==> src/rtl/genesys_tag_pkg.sv <==
// Shared definitions for the tag scheduler: default tag count, tag-id width
// derivation and the per-tag lifecycle state encoding.
package genesys_tag_pkg;

  localparam int NUM_TAGS_DEF = 2;

  typedef enum logic [2:0] {
    FREE          = 3'd0,
    LDMEM         = 3'd1,
    COMPUTE       = 3'd2,
    COMPUTE_CHECK = 3'd3,
    STMEM         = 3'd4
  } tag_state_e;

  // A tag id is never narrower than one bit, even for the smallest tag count.
  function automatic int tag_w(input int n);
    return (n <= 2) ? 1 : $clog2(n);
  endfunction

  function automatic int cnt_w(input int n);
    return $clog2(n + 1);
  endfunction

endpackage

==> src/rtl/tag_ptr.sv <==
// Modulo-N tag pointer: advances by one on adv and wraps N-1 -> 0.
module tag_ptr
  import genesys_tag_pkg::*;
#(
  parameter int N = NUM_TAGS_DEF,
  parameter int W = tag_w(N)
) (
  input  logic         clk,
  input  logic         reset_n,
  input  logic         adv,
  output logic [W-1:0] ptr
);

  always_ff @(posedge clk) begin
    if (!reset_n) begin
      ptr <= '0;
    end else if (adv) begin
      ptr <= (ptr == W'(N - 1)) ? '0 : ptr + 1'b1;
    end
  end

endmodule

==> src/rtl/tag_scheduler.sv <==
// Sequences NUM_TAGS tag_logic instances through allocate / load / compute /
// store, emitting registered one-hot per-tag pulses and a sticky error flag.
module tag_scheduler
  import genesys_tag_pkg::*;
#(
  parameter int NUM_TAGS      = NUM_TAGS_DEF,
  parameter int STORE_ENABLED = 1,
  parameter int TAG_W         = tag_w(NUM_TAGS)
) (
  input  logic                clk,
  input  logic                reset_n,
  input  logic                block_req,
  input  logic                block_reuse,
  input  logic                block_flush,
  output logic                block_ready,
  input  logic                ldmem_done,
  input  logic                compute_done,
  input  logic                stmem_done,
  output logic                ldmem_ready,
  output logic                compute_ready,
  output logic                stmem_ready,
  output logic [TAG_W-1:0]    ldmem_tag,
  output logic [TAG_W-1:0]    compute_tag,
  output logic [TAG_W-1:0]    stmem_tag,
  input  logic [NUM_TAGS-1:0] tag_ready_v,
  input  logic [NUM_TAGS-1:0] ldmem_tag_ready_v,
  input  logic [NUM_TAGS-1:0] compute_tag_ready_v,
  input  logic [NUM_TAGS-1:0] stmem_tag_ready_v,
  input  logic [NUM_TAGS-1:0] next_compute_tag_v,
  output logic [NUM_TAGS-1:0] tag_req_v,
  output logic [NUM_TAGS-1:0] tag_reuse_v,
  output logic [NUM_TAGS-1:0] tag_flush_v,
  output logic [NUM_TAGS-1:0] ldmem_tag_done_v,
  output logic [NUM_TAGS-1:0] compute_tag_done_v,
  output logic [NUM_TAGS-1:0] stmem_tag_done_v,
  output logic                idle,
  output logic                protocol_err
);

  localparam int CNT_W = cnt_w(NUM_TAGS);

  logic [TAG_W-1:0] alloc_ptr;
  logic [TAG_W-1:0] ldmem_ptr;
  logic [TAG_W-1:0] compute_ptr;
  logic [TAG_W-1:0] stmem_ptr;
  logic [TAG_W-1:0] last_ptr;
  logic             allocated;
  logic [CNT_W-1:0] cnt;

  logic req_acc, ld_acc, cp_acc, st_acc, cp_adv;
  logic ld_err, cp_err, st_err;
  logic reuse_ok, reuse_err, flush_ok, flush_err;
  logic cnt_inc, cnt_dec, cnt_ovf, cnt_udf, err_p0;

  logic [NUM_TAGS-1:0] tag_req_p1, tag_reuse_p1, tag_flush_p1;
  logic [NUM_TAGS-1:0] ld_done_p1, cp_done_p1, st_done_p1;

  function automatic logic [NUM_TAGS-1:0] onehot(input logic [TAG_W-1:0] p);
    logic [NUM_TAGS-1:0] v;
    v    = '0;
    v[p] = 1'b1;
    return v;
  endfunction

  // Stage 0: combinational readiness and event qualification
  assign block_ready   = tag_ready_v[alloc_ptr];
  assign ldmem_ready   = ldmem_tag_ready_v[ldmem_ptr];
  assign compute_ready = compute_tag_ready_v[compute_ptr];
  assign stmem_ready   = (STORE_ENABLED != 0) ? stmem_tag_ready_v[stmem_ptr] : 1'b0;

  assign req_acc   = block_req & block_ready;
  assign ld_acc    = ldmem_done & ldmem_ready;
  assign ld_err    = ldmem_done & ~ldmem_ready;
  assign cp_acc    = compute_done & compute_ready;
  assign cp_err    = compute_done & ~compute_ready;
  assign st_acc    = stmem_done & stmem_ready;
  assign st_err    = stmem_done & ~stmem_ready;
  assign cp_adv    = next_compute_tag_v[compute_ptr];
  assign reuse_ok  = block_reuse & allocated;
  assign reuse_err = block_reuse & ~allocated;
  assign flush_ok  = block_flush & allocated;
  assign flush_err = block_flush & ~allocated;

  // Without a store stage a tag retires when compute moves past it.
  assign cnt_inc = req_acc;
  assign cnt_dec = (STORE_ENABLED != 0) ? st_acc : cp_adv;
  assign cnt_ovf = cnt_inc & ~cnt_dec & (cnt == CNT_W'(NUM_TAGS));
  assign cnt_udf = cnt_dec & ~cnt_inc & (cnt == '0);
  assign err_p0  = ld_err | cp_err | st_err | reuse_err | flush_err | cnt_ovf | cnt_udf;

  tag_ptr #(.N(NUM_TAGS), .W(TAG_W)) u_alloc_ptr (
    .clk(clk), .reset_n(reset_n), .adv(req_acc), .ptr(alloc_ptr));
  tag_ptr #(.N(NUM_TAGS), .W(TAG_W)) u_ldmem_ptr (
    .clk(clk), .reset_n(reset_n), .adv(ld_acc), .ptr(ldmem_ptr));
  tag_ptr #(.N(NUM_TAGS), .W(TAG_W)) u_compute_ptr (
    .clk(clk), .reset_n(reset_n), .adv(cp_adv), .ptr(compute_ptr));
  tag_ptr #(.N(NUM_TAGS), .W(TAG_W)) u_stmem_ptr (
    .clk(clk), .reset_n(reset_n), .adv(st_acc), .ptr(stmem_ptr));

  // Stage 1: registered pulses, allocation bookkeeping and outstanding count
  always_ff @(posedge clk) begin
    if (!reset_n) begin
      tag_req_p1   <= '0;
      tag_reuse_p1 <= '0;
      tag_flush_p1 <= '0;
      ld_done_p1   <= '0;
      cp_done_p1   <= '0;
      st_done_p1   <= '0;
      last_ptr     <= '0;
      allocated    <= 1'b0;
      cnt          <= '0;
      protocol_err <= 1'b0;
    end else begin
      tag_req_p1   <= req_acc  ? onehot(alloc_ptr)   : '0;
      tag_reuse_p1 <= reuse_ok ? onehot(last_ptr)    : '0;
      tag_flush_p1 <= flush_ok ? onehot(last_ptr)    : '0;
      ld_done_p1   <= ld_acc   ? onehot(ldmem_ptr)   : '0;
      cp_done_p1   <= cp_acc   ? onehot(compute_ptr) : '0;
      st_done_p1   <= st_acc   ? onehot(stmem_ptr)   : '0;
      if (req_acc) begin
        last_ptr  <= alloc_ptr;
        allocated <= 1'b1;
      end
      if (cnt_inc && !cnt_dec && !cnt_ovf) begin
        cnt <= cnt + 1'b1;
      end else if (cnt_dec && !cnt_inc && !cnt_udf) begin
        cnt <= cnt - 1'b1;
      end
      protocol_err <= protocol_err | err_p0;
    end
  end

  assign tag_req_v          = tag_req_p1;
  assign tag_reuse_v        = tag_reuse_p1;
  assign tag_flush_v        = tag_flush_p1;
  assign ldmem_tag_done_v   = ld_done_p1;
  assign compute_tag_done_v = cp_done_p1;
  assign stmem_tag_done_v   = st_done_p1;
  assign ldmem_tag          = ldmem_ptr;
  assign compute_tag        = compute_ptr;
  assign stmem_tag          = stmem_ptr;
  assign idle               = (cnt == '0);

endmodule

==> config.mk <==
export PLATFORM = sky130hd
export DESIGN_NAME = tag_scheduler
export DESIGN_NICKNAME = d
export VERILOG_FILES = /design/src/rtl/genesys_tag_pkg.sv /design/src/rtl/tag_ptr.sv /design/src/rtl/tag_scheduler.sv
export SDC_FILE = /design/constraint.sdc
export NUM_CORES = 1
export LEC_CHECK = 0
export ABC_AREA = 0
export BUFFER_PORTS_ARGS = -buffer_cell sky130_fd_sc_hd__buf_2
export CAP_MARGIN = 10
export CORE_MARGIN = 3
export CORE_UTILIZATION = 40
export DETAILED_ROUTE_END_ITERATION = 8
export PLACE_DENSITY_LB_ADDON = 0.08
export SLEW_MARGIN = 10
export SYNTH_ARGS = -nofsm -noshare
export SYNTH_HDL_FRONTEND = slang
export SYNTH_SLANG_ARGS = --single-unit
==> constraint.sdc <==
create_clock -name clk -period 3.75 [get_ports clk]
set_clock_uncertainty 0.05 [all_clocks]
set_input_delay 0.375 -clock clk [delete_from_list [all_inputs] [get_ports clk]]
set_output_delay 0.375 -clock clk [all_outputs]
set_load 0.01 [all_outputs]
-- Word level (Yosys, flattened, before mapping)
Cells that the tools add are included.
- flip-flop bits (word level): 21
- input bits: 18
- output and inout bits: 21
- logic and storage cells: 106
- add/subtract/negate cells: 6
- order comparisons: 10
- equality and inequality tests: 1
- multiplexer cells: 26
- bitwise operators: 28
- reduce and logical (&&, ||, !) cells: 21
- operators with widths (operator ; count):
    1-bit two-way mux ; 19
    1-bit AND ; 15
    2-bit AND reduction ; 6
    1-bit by 2-bit < comparator with 1-bit output (second input constant) ; 5
    1-bit logical AND ; 9
    1-bit bitwise OR ; 7
    1-bit inverter ; 6
    1-bit demux with 1-bit select ; 5
    1-bit >= comparator (second input constant) ; 5
    1-bit adder (second input constant) ; 4
    1-bit logical NOT ; 4
    2-bit two-way mux ; 2
    2-bit by 1-bit adder with 2-bit output (second input constant) ; 1
    2-bit equality test (second input constant) ; 1
    2-bit logical NOT ; 1
    2-bit nonzero test ; 1
    2-bit by 1-bit subtractor with 2-bit output (second input constant) ; 1

-- Longest topological paths before layout
Gate-level depths: netlist (run 1).
- word-level depth: 11
- depth in mapped cells: 4
- mapped depth without buffers: 4

-- Hierarchy
From an unflattened synthesis (run 1), not the netlist that was laid out.
- cells, all modules: 84
- area, all modules: 819.5 um^2
- modules (own cells, without submodules) (module ; instances ; cells an instance ; area an instance (um^2) ; sequential area each (um^2)):
    tag_scheduler ; 1 ; 72 ; 679.4 ; 340.3
    tag_ptr ; 4 ; 3 ; 35.0 ; 20.0

-- Least setup slack after synthesis (run 1)
Ideal clock, no wire load.
- path type: register to register
- from: reg u_alloc_ptr.ptr
- to: reg cnt[0]
- library setup time: 0.130 ns
- data arrival time: 1.203 ns
- required time: 3.570 ns
- setup slack: 2.367 ns
- cell stages (with the launch flop): 5
- path buffers: 0
- clock period less this slack: 1.383 ns
- cell sequence: dfxtp_1 mux2_4 a211oi_4 nand4b_1 o211ai_1
- cells in the longest elaborated chain, start to end: 9
- elaborated cells between the ends (all ways): 17
- those cells by class: 3 x mux; 6 x bitwise; 8 x reduce/logical
- ends and longest elaborated chain (item ; RTL line ; text):
    start: declaration ; tag_ptr.sv:11 ; output logic [W-1:0] ptr
    start signal: assignment ; tag_ptr.sv:18 ; ptr <= (ptr == W'(N - 1)) ? '0 : ptr + 1'b1;
    1-bit two-way mux (implied by the code) (*) (2 in a row) ; tag_scheduler.sv:66 ; assign block_ready = tag_ready_v[alloc_ptr];
    net block_ready ; tag_scheduler.sv:15 ; output logic block_ready,
    1-bit AND (*) ; tag_scheduler.sv:71 ; assign req_acc = block_req & block_ready;
    1-bit inverter ; tag_scheduler.sv:88 ; assign cnt_udf = cnt_dec & ~cnt_inc & (cnt == '0);
    1-bit AND (2 in a row) ; tag_scheduler.sv:88 ;
    1-bit logical NOT ; tag_scheduler.sv:126 ; end else if (cnt_dec && !cnt_inc && !cnt_udf) begin
    1-bit logical AND ; tag_scheduler.sv:126 ;
    2-bit nonzero test (no source line) ; -- ;
    end signal: assignment ; tag_scheduler.sv:125 ; cnt <= cnt + 1'b1;
    end signal: assignment ; tag_scheduler.sv:127 ; cnt <= cnt - 1'b1;
    end: declaration ; tag_scheduler.sv:48 ; logic [CNT_W-1:0] cnt;
The timed path passes the listed nets; every way through them passes the cells marked *. The select of a mux whose other input is x is not followed.
A chain may end at the register's enable or synchronous reset.

-- Final worst setup path (run 1)
- from: reg u_stmem_ptr.ptr
- to: out stmem_ready
- cells in the longest elaborated chain, start to end: 2
- ends and longest elaborated chain (item ; RTL line ; text):
    start: declaration ; tag_ptr.sv:11 ;
    start signal: assignment ; tag_ptr.sv:18 ;
    1-bit two-way mux (implied by the code) (2 in a row) ; tag_scheduler.sv:69 ; assign stmem_ready = (STORE_ENABLED != 0) ? stmem_tag_ready_v[stmem_ptr] : 1'b0;
    end: declaration ; tag_scheduler.sv:21 ; output logic stmem_ready,
Every way passes these cells. The select of a mux whose other input is x is not followed.

==> results of run 1 <==
cell usage after synthesis:
library cell and number:
a211oi_1 1, a211oi_4 1, a21oi_1 3, a221o_1 1, a311oi_1 1, a31o_2 2, a32oi_1 1, clkbuf_1 1
dfxtp_1 21, inv_1 5, mux2_4 1, mux2i_2 1, nand2_1 16, nand2b_1 2, nand3_1 3, nand3b_1 1
nand4b_1 3, nor2_1 13, nor3_1 3, nor4_1 1, o2111a_1 1, o211ai_1 1, o211ai_2 1, o21bai_1 2
per-stage QoR:
stage          hold WS (ps)  util, %  std cells
3_5_place_dp            399     56.3        148
3_3_place_gp            402     56.3        148
4_1_cts                 187     57.8        152
6_report                192     57.8        152
2_1_floorplan           376        -         86
5_1_grt                 196     57.8        152
registers in the layout, summed over array words and instances (netlist names):
name / count
u_ldmem_ptr.ptr: 1
ldmem_tag_done_v: 2
cnt: 2
u_compute_ptr.ptr: 1
stmem_tag_done_v: 2
last_ptr: 1
tag_reuse_v: 2
protocol_err: 1
tag_req_v: 2
u_stmem_ptr.ptr: 1
allocated: 1
compute_tag_done_v: 2
tag_flush_v: 2
u_alloc_ptr.ptr: 1
worst paths after layout:
| path | start | end | slack, ps | cells past startpoint |
|---|---|---|---|---|
| setup / recovery | u_stmem_ptr.ptr | stmem_ready | 1930 | 3 |
| hold / removal | next_compute_tag_v[1] | u_compute_ptr.ptr | 190 | 2 |
| setup reg to reg | u_alloc_ptr.ptr | cnt[0] | 2280 | 4 |
| hold reg to reg | last_ptr | tag_flush_v[0] | 430 | 1 |
critical path, cell delays in order (launching register included):
cell and delay (ps):
dfxtp_1 430, mux2i_2 420, inv_1 100, buf_2 150
cell type report:
cell class | count | area share [%]
Sequential cell | 21 | 40.3
Clock inverter | 1 | 0.480
Clock buffer | 3 | 2.16
Timing Repair Buffer | 38 | 18.2
Inverter | 5 | 1.80
Tap cell | 25 | 3.00
Multi-Input combinational cell | 59 | 34.0
per-layer routing:
layer	wire length, um	vias up
li1	-	386
met5	0	-
met2	800	18
met3	106	2
met1	709	330
met4	23	0
power by group:
part           internal (mW)  switching, mW  total [mW]
logic                 0.0298         0.0355      0.0654
registers              0.233        0.00734       0.240
clock network         0.0396         0.0662       0.106
total                  0.302          0.109       0.411
logic make-up (layout without fill, tap and decap cells):
group,count (synthesis),after routing
compound gates,15,15
simple gates,42,42
flops,21,21
buf+inv,6,47
mux,2,2
==> results.yml, run 1 <==
cells_and_area:
  area_growth_pct: 30.8
  final_common_cell: "buf_2"
  final_cell_mix: "38 x buf_2, 21 x dfxtp_1, 16 x nand2_1"
  ff_latch_area_um2: 420
  design_area_mm2: 0.00104
  multi_input_area_um2: 354
  final_nets: 146
  fill_cells: 177
  antenna_cells: 0
  drive_above_1_share_pct: 37.8
clocking:
  insertion_delay_ps: 290
  cts_root_buffer: "clkbuf_4"
  clk_pin_slew_ps: 120
  post_cts_buffers: 0
  cts_tree: "yes"
  numCtsBuffers: 3
  h-tree-depth: 1
  cts_resized: 0
  clock_sinks: 21
  cts_buffer_depth: 2
  ctsHoldBuffers: 0
placement:
  hpwl_mm: 1.27
  placed_area_mm2: 0.00101
  globalplace.congestion: 0.785
  portBuffers: 38
  dp_slack_ps: 2240
outcome:
  status: "completed"
global_routing:
  busiest_layer: "met2"
  grt_overflow: 0
  antenna_found_initial: 0
  grt_pass1_vias: 643
  use_met2_pct: 23.0
  use_met3_pct: 2.67
  grt_first_pass_wirelength_mm: 2.68
  use_met1_pct: 16.8
  grt_usage_pct: 13.8
  grt_max_degree: 16
sta:
  fin_crit_ps: 1820
  finalHoldViolations: 0
  worst_pin_slew_ps: 389
  layout_setup_ws_ps: 1930
  setup_viol: 0
  max-slew-margin-rel_pct: 73.6
  finalSetupTns_ps: 0
  fin_crit_sh_pct: 48.6
  finalMaxSlewViolations: 0
  rsz0062_at_grt: "no"
  max_freq_mhz: 548
synth:
  syn-num-nets: 104
  syn_area_per_cell_um2: 9.27
  syn_inst: 86
  synth_top_family_by_area: "simple AND/OR/NAND/NOR gates"
  synth.distinct_cells: 24
  yosysSeqAreaShare_pct: 52.7
  synth_warnings: 0
  yosysTopAreaCell: "dfxtp_1"
  synth_fa_ha_area_share_pct: 0
  synth_compound_area_share_pct: 16.8
  synth_area_leaders: "dfxtp_1 53%, nand2_1 7.5%, nor2_1 6.1%"
  synth-xor-area-share_pct: 0
  syn_area_um2: 797
  synth-simple-area-share_pct: 24.0
  synth-seq-cells: 21
  muxShareOfSynthArea_pct: 3.61
  yosysTopAreaCellShare_pct: 52.7
route:
  antenna_left: 0
  wl_per_cell_um: 10.8
  drc_errors: 0
  dr_total_vias: 736
  vias_per_cell: 4.84
  drt-initial-drc-count: 10
  routed_wl_mm: 1.64
  first_pass_iters: 4
worst_setup_path:
  crit_fanout: 5
  critPathRequiredTime_ps: 3320
  crit_arrival_ps: 1400
  setup.worst_path.class: "reg -> out"
  end_kind: "output port"
  cp-start-kind: "flip-flop"
floorplan:
  ios: 39
  die_area_mm2: 0.00256
  fp-row-count: 15
  core_area_mm2: 0.00180
  die_h_um: 50.6
  die_w_um: 50.6
  initial_core_util_pct: 44.2
worst_hold_path:
  hp-class: "in -> reg"
flow_run:
  cap_violations: 0
pwr:
  powerDensity_mw_per_mm2: 395
  finalPower_mw: 0.411
  ir_drop_mv: 0.217
  leakage_nw: 0.498
Note: power is estimated with default switching activity, not from simulation.
==> run 2, diff against run 1 <==
--- a/config.mk
+++ b/config.mk
@@ -5,7 +5,7 @@
 export SDC_FILE = /design/constraint.sdc
 export NUM_CORES = 1
 export LEC_CHECK = 0
-export ABC_AREA = 0
+export ABC_AREA = 1
 export BUFFER_PORTS_ARGS = -buffer_cell sky130_fd_sc_hd__buf_2
 export CAP_MARGIN = 10
 export CORE_MARGIN = 3
==> constraint.sdc (replaced) <==
create_clock -name clk -period 1.6 [get_ports clk]
set_clock_uncertainty 0.05 [all_clocks]
set_input_delay 0.16 -clock clk [delete_from_list [all_inputs] [get_ports clk]]
set_output_delay 0.16 -clock clk [all_outputs]
set_load 0.01 [all_outputs]
==> results.yml, run 2 <==
outcome:
  status: "completed"
route:
  route.top_layer_used: "met4"
  vias_per_cell: 4.51
  routed_wl_mm: 1.69
  antenna_left: 0
  wl_per_cell_um: 9.54
  wl_met1_um: 724
  met3WireLength_um: 112
  dr_total_vias: 799
  first_pass_iters: 4
  route.met2.wl_um: 832
  drc_errors: 0
  drt-initial-drc-count: 19
global_routing:
  antenna_found_initial: 0
  grt_first_pass_wirelength_mm: 2.93
  grt_usage_pct: 14.3
  grt_pass1_vias: 734
  grt_max_degree: 12
  grt_overflow: 0
worst_hold_path:
  hp-class: "in -> reg"
cells_and_area:
  final_common_cell: "buf_2"
  design_area_mm2: 0.00112
  drive_above_1_share_pct: 38.7
  final_nets: 169
  final_cells: 177
  antenna_cells: 0
  area_growth_pct: 29.8
  final_cell_mix: "38 x buf_2, 21 x dfxtp_1, 18 x nand2_1"
sta:
  fin_crit_ps: 1330
  rsz0062_at_grt: "no"
  finalMaxSlewViolations: 0
  finalHoldViolations: 0
  layout_setup_ws_ps: 270
  finalSetupTns_ps: 0
  setup_viol: 0
  max_freq_mhz: 752
  max-slew-margin-rel_pct: 76.7
  fin_crit_sh_pct: 83.2
  worst_pin_slew_ps: 350
synth:
  ys_async_sr_fraction_pct: 0
  synth-seq-cells: 21
  synth_edf_count: 0
  syn_inst: 108
  syn_area_per_cell_um2: 7.97
  ys.flop_type: "dfxtp_1"
  syn_area_um2: 861
  yosysTopAreaCellShare_pct: 48.8
  yosysSeqAreaShare_pct: 48.8
  synth_area_leaders: "dfxtp_1 49%, nand2_1 7.8%, nor2_1 6.1%"
  yosysMostFrequentCell: "dfxtp_1"
  synth_common_cells: "21 x dfxtp_1, 18 x nand2_1, 14 x nor2_1"
  synth_warnings: 0
  synth.distinct_cells: 19
  yosysTopAreaCell: "dfxtp_1"
  syn-num-nets: 126
floorplan:
  fp-row-count: 16
  die_w_um: 52.4
  ios: 39
  die_h_um: 52.4
  die_area_mm2: 0.00274
  initial_core_util_pct: 43.0
  core_area_mm2: 0.00200
worst_setup_path:
  path_cells: "nand2_1, nand2_4, inv_1, buf_2"
  max_stage_delay_ps: 390
  cp_num_buf_inv: 2
  critPathRequiredTime_ps: 1390
  cp-start-kind: "flip-flop"
  setup.worst_path.class: "reg -> out"
  end_kind: "output port"
  crit_arrival_ps: 1120
  r2r_slack_ps: 410
  cp_top_family: "flip-flops"
  cp_slowest_cell: "dfxtp_1"
  crit_fanout: 4
flow_run:
  cap_violations: 0
clocking:
  cts_tree: "yes"
  cts_buffer_depth: 2
  clock_sinks: 21
  insertion_delay_ps: 290
  clk_pin_slew_ps: 110
  numCtsBuffers: 3
  cts_root_buffer: "clkbuf_4"
  h-tree-depth: 1
  post_cts_buffers: 0
placement:
  placed_area_mm2: 0.00108
  dp_slack_ps: 418
  hpwl_mm: 1.38
  globalplace.congestion: 0.797
  place_inst: 172
  portBuffers: 38
pwr:
  finalPower_mw: 0.997
  powerDensity_mw_per_mm2: 892
  leakage_nw: 0.571
  ir_drop_mv: 0.461
==> run 2: cell types whose count changed after synthesis, moves of 3 or more <==
cell | previous run | this run
nand2_4 | 0 | 4
nand3_1 | 3 | 9
nand2_2 | 0 | 6
a21oi_1 | 3 | 6
o21ai_0 | 0 | 3
inv_1 | 5 | 13
nand4b_1 | 3 | 0
==> run 2: power breakdown <==
group / switching, mW / leakage, nW / internal, mW / total [mW]
Combinational: 0.114 / 0.384 / 0.0770 / 0.191
Sequential: 0.0183 / 0.172 / 0.548 / 0.566
Clock: 0.143 / 0.0150 / 0.0968 / 0.239
Total: 0.275 / 0.571 / 0.722 / 0.997
==> run 2: worst paths after layout <==
path                   startpoint                     to  cells after the start
setup reg to reg  u_stmem_ptr.ptr                 cnt[0]                      7
hold reg to reg          last_ptr         tag_reuse_v[0]                      1
setup / recovery  u_stmem_ptr.ptr            stmem_ready                      4
hold / removal       compute_done  compute_tag_done_v[0]                      3
==> run 2: cell type report <==
class	count	area (um2)
timing repair buffer	39	200
sequential	21	420
tap	27	33.8
inverter	16	62.6
clock buffer	4	26.3
multi-input combinational	70	374
fill	193	885
==> run 2: worst register-to-register path, delay by kind of cell (launching register included) <==
kind	cells	cell delay [ps]
and+or+nand+nor	6	500
DFF	1	390
AOI/OAI and AO/OA	1	140
==> run 2: cells by family (layout without fill, tap and decap cells) <==
| family | Yosys count | count (layout) | synth area share [%] |
|---|---|---|---|
| buffers and inverters | 17 | 59 | 7.70 |
| DFF | 21 | 21 | 48.8 |
| and+or+nand+nor | 60 | 60 | 37.2 |
| AOI/OAI and AO/OA | 10 | 10 | 6.25 |
==> run 2: metrics by stage <==
stage / hold WS, ps / utilization (%)
3_5_place_dp: 297 / 54.0
5_1_grt: 70.3 / 55.8
4_1_cts: 58.2 / 55.8
6_report: 71.8 / 55.8
2_1_floorplan: 203 / -
3_3_place_gp: 290 / 54.0
==> run 2: per-layer routing <==
layer / up-vias / track usage, %
li1: 426 / -
met1: 350 / 16.4
met2: 21 / 24.4
met3: 2 / 2.85
met4: 0 / 7.66
met5: - / 0
==> run 2: repair_timing <==
item                                   CTS  global route
setup endpoints to repair                0             0
endpoints found under the hold margin    1             0
hold buffers                             1             0
resized for setup                        0             0
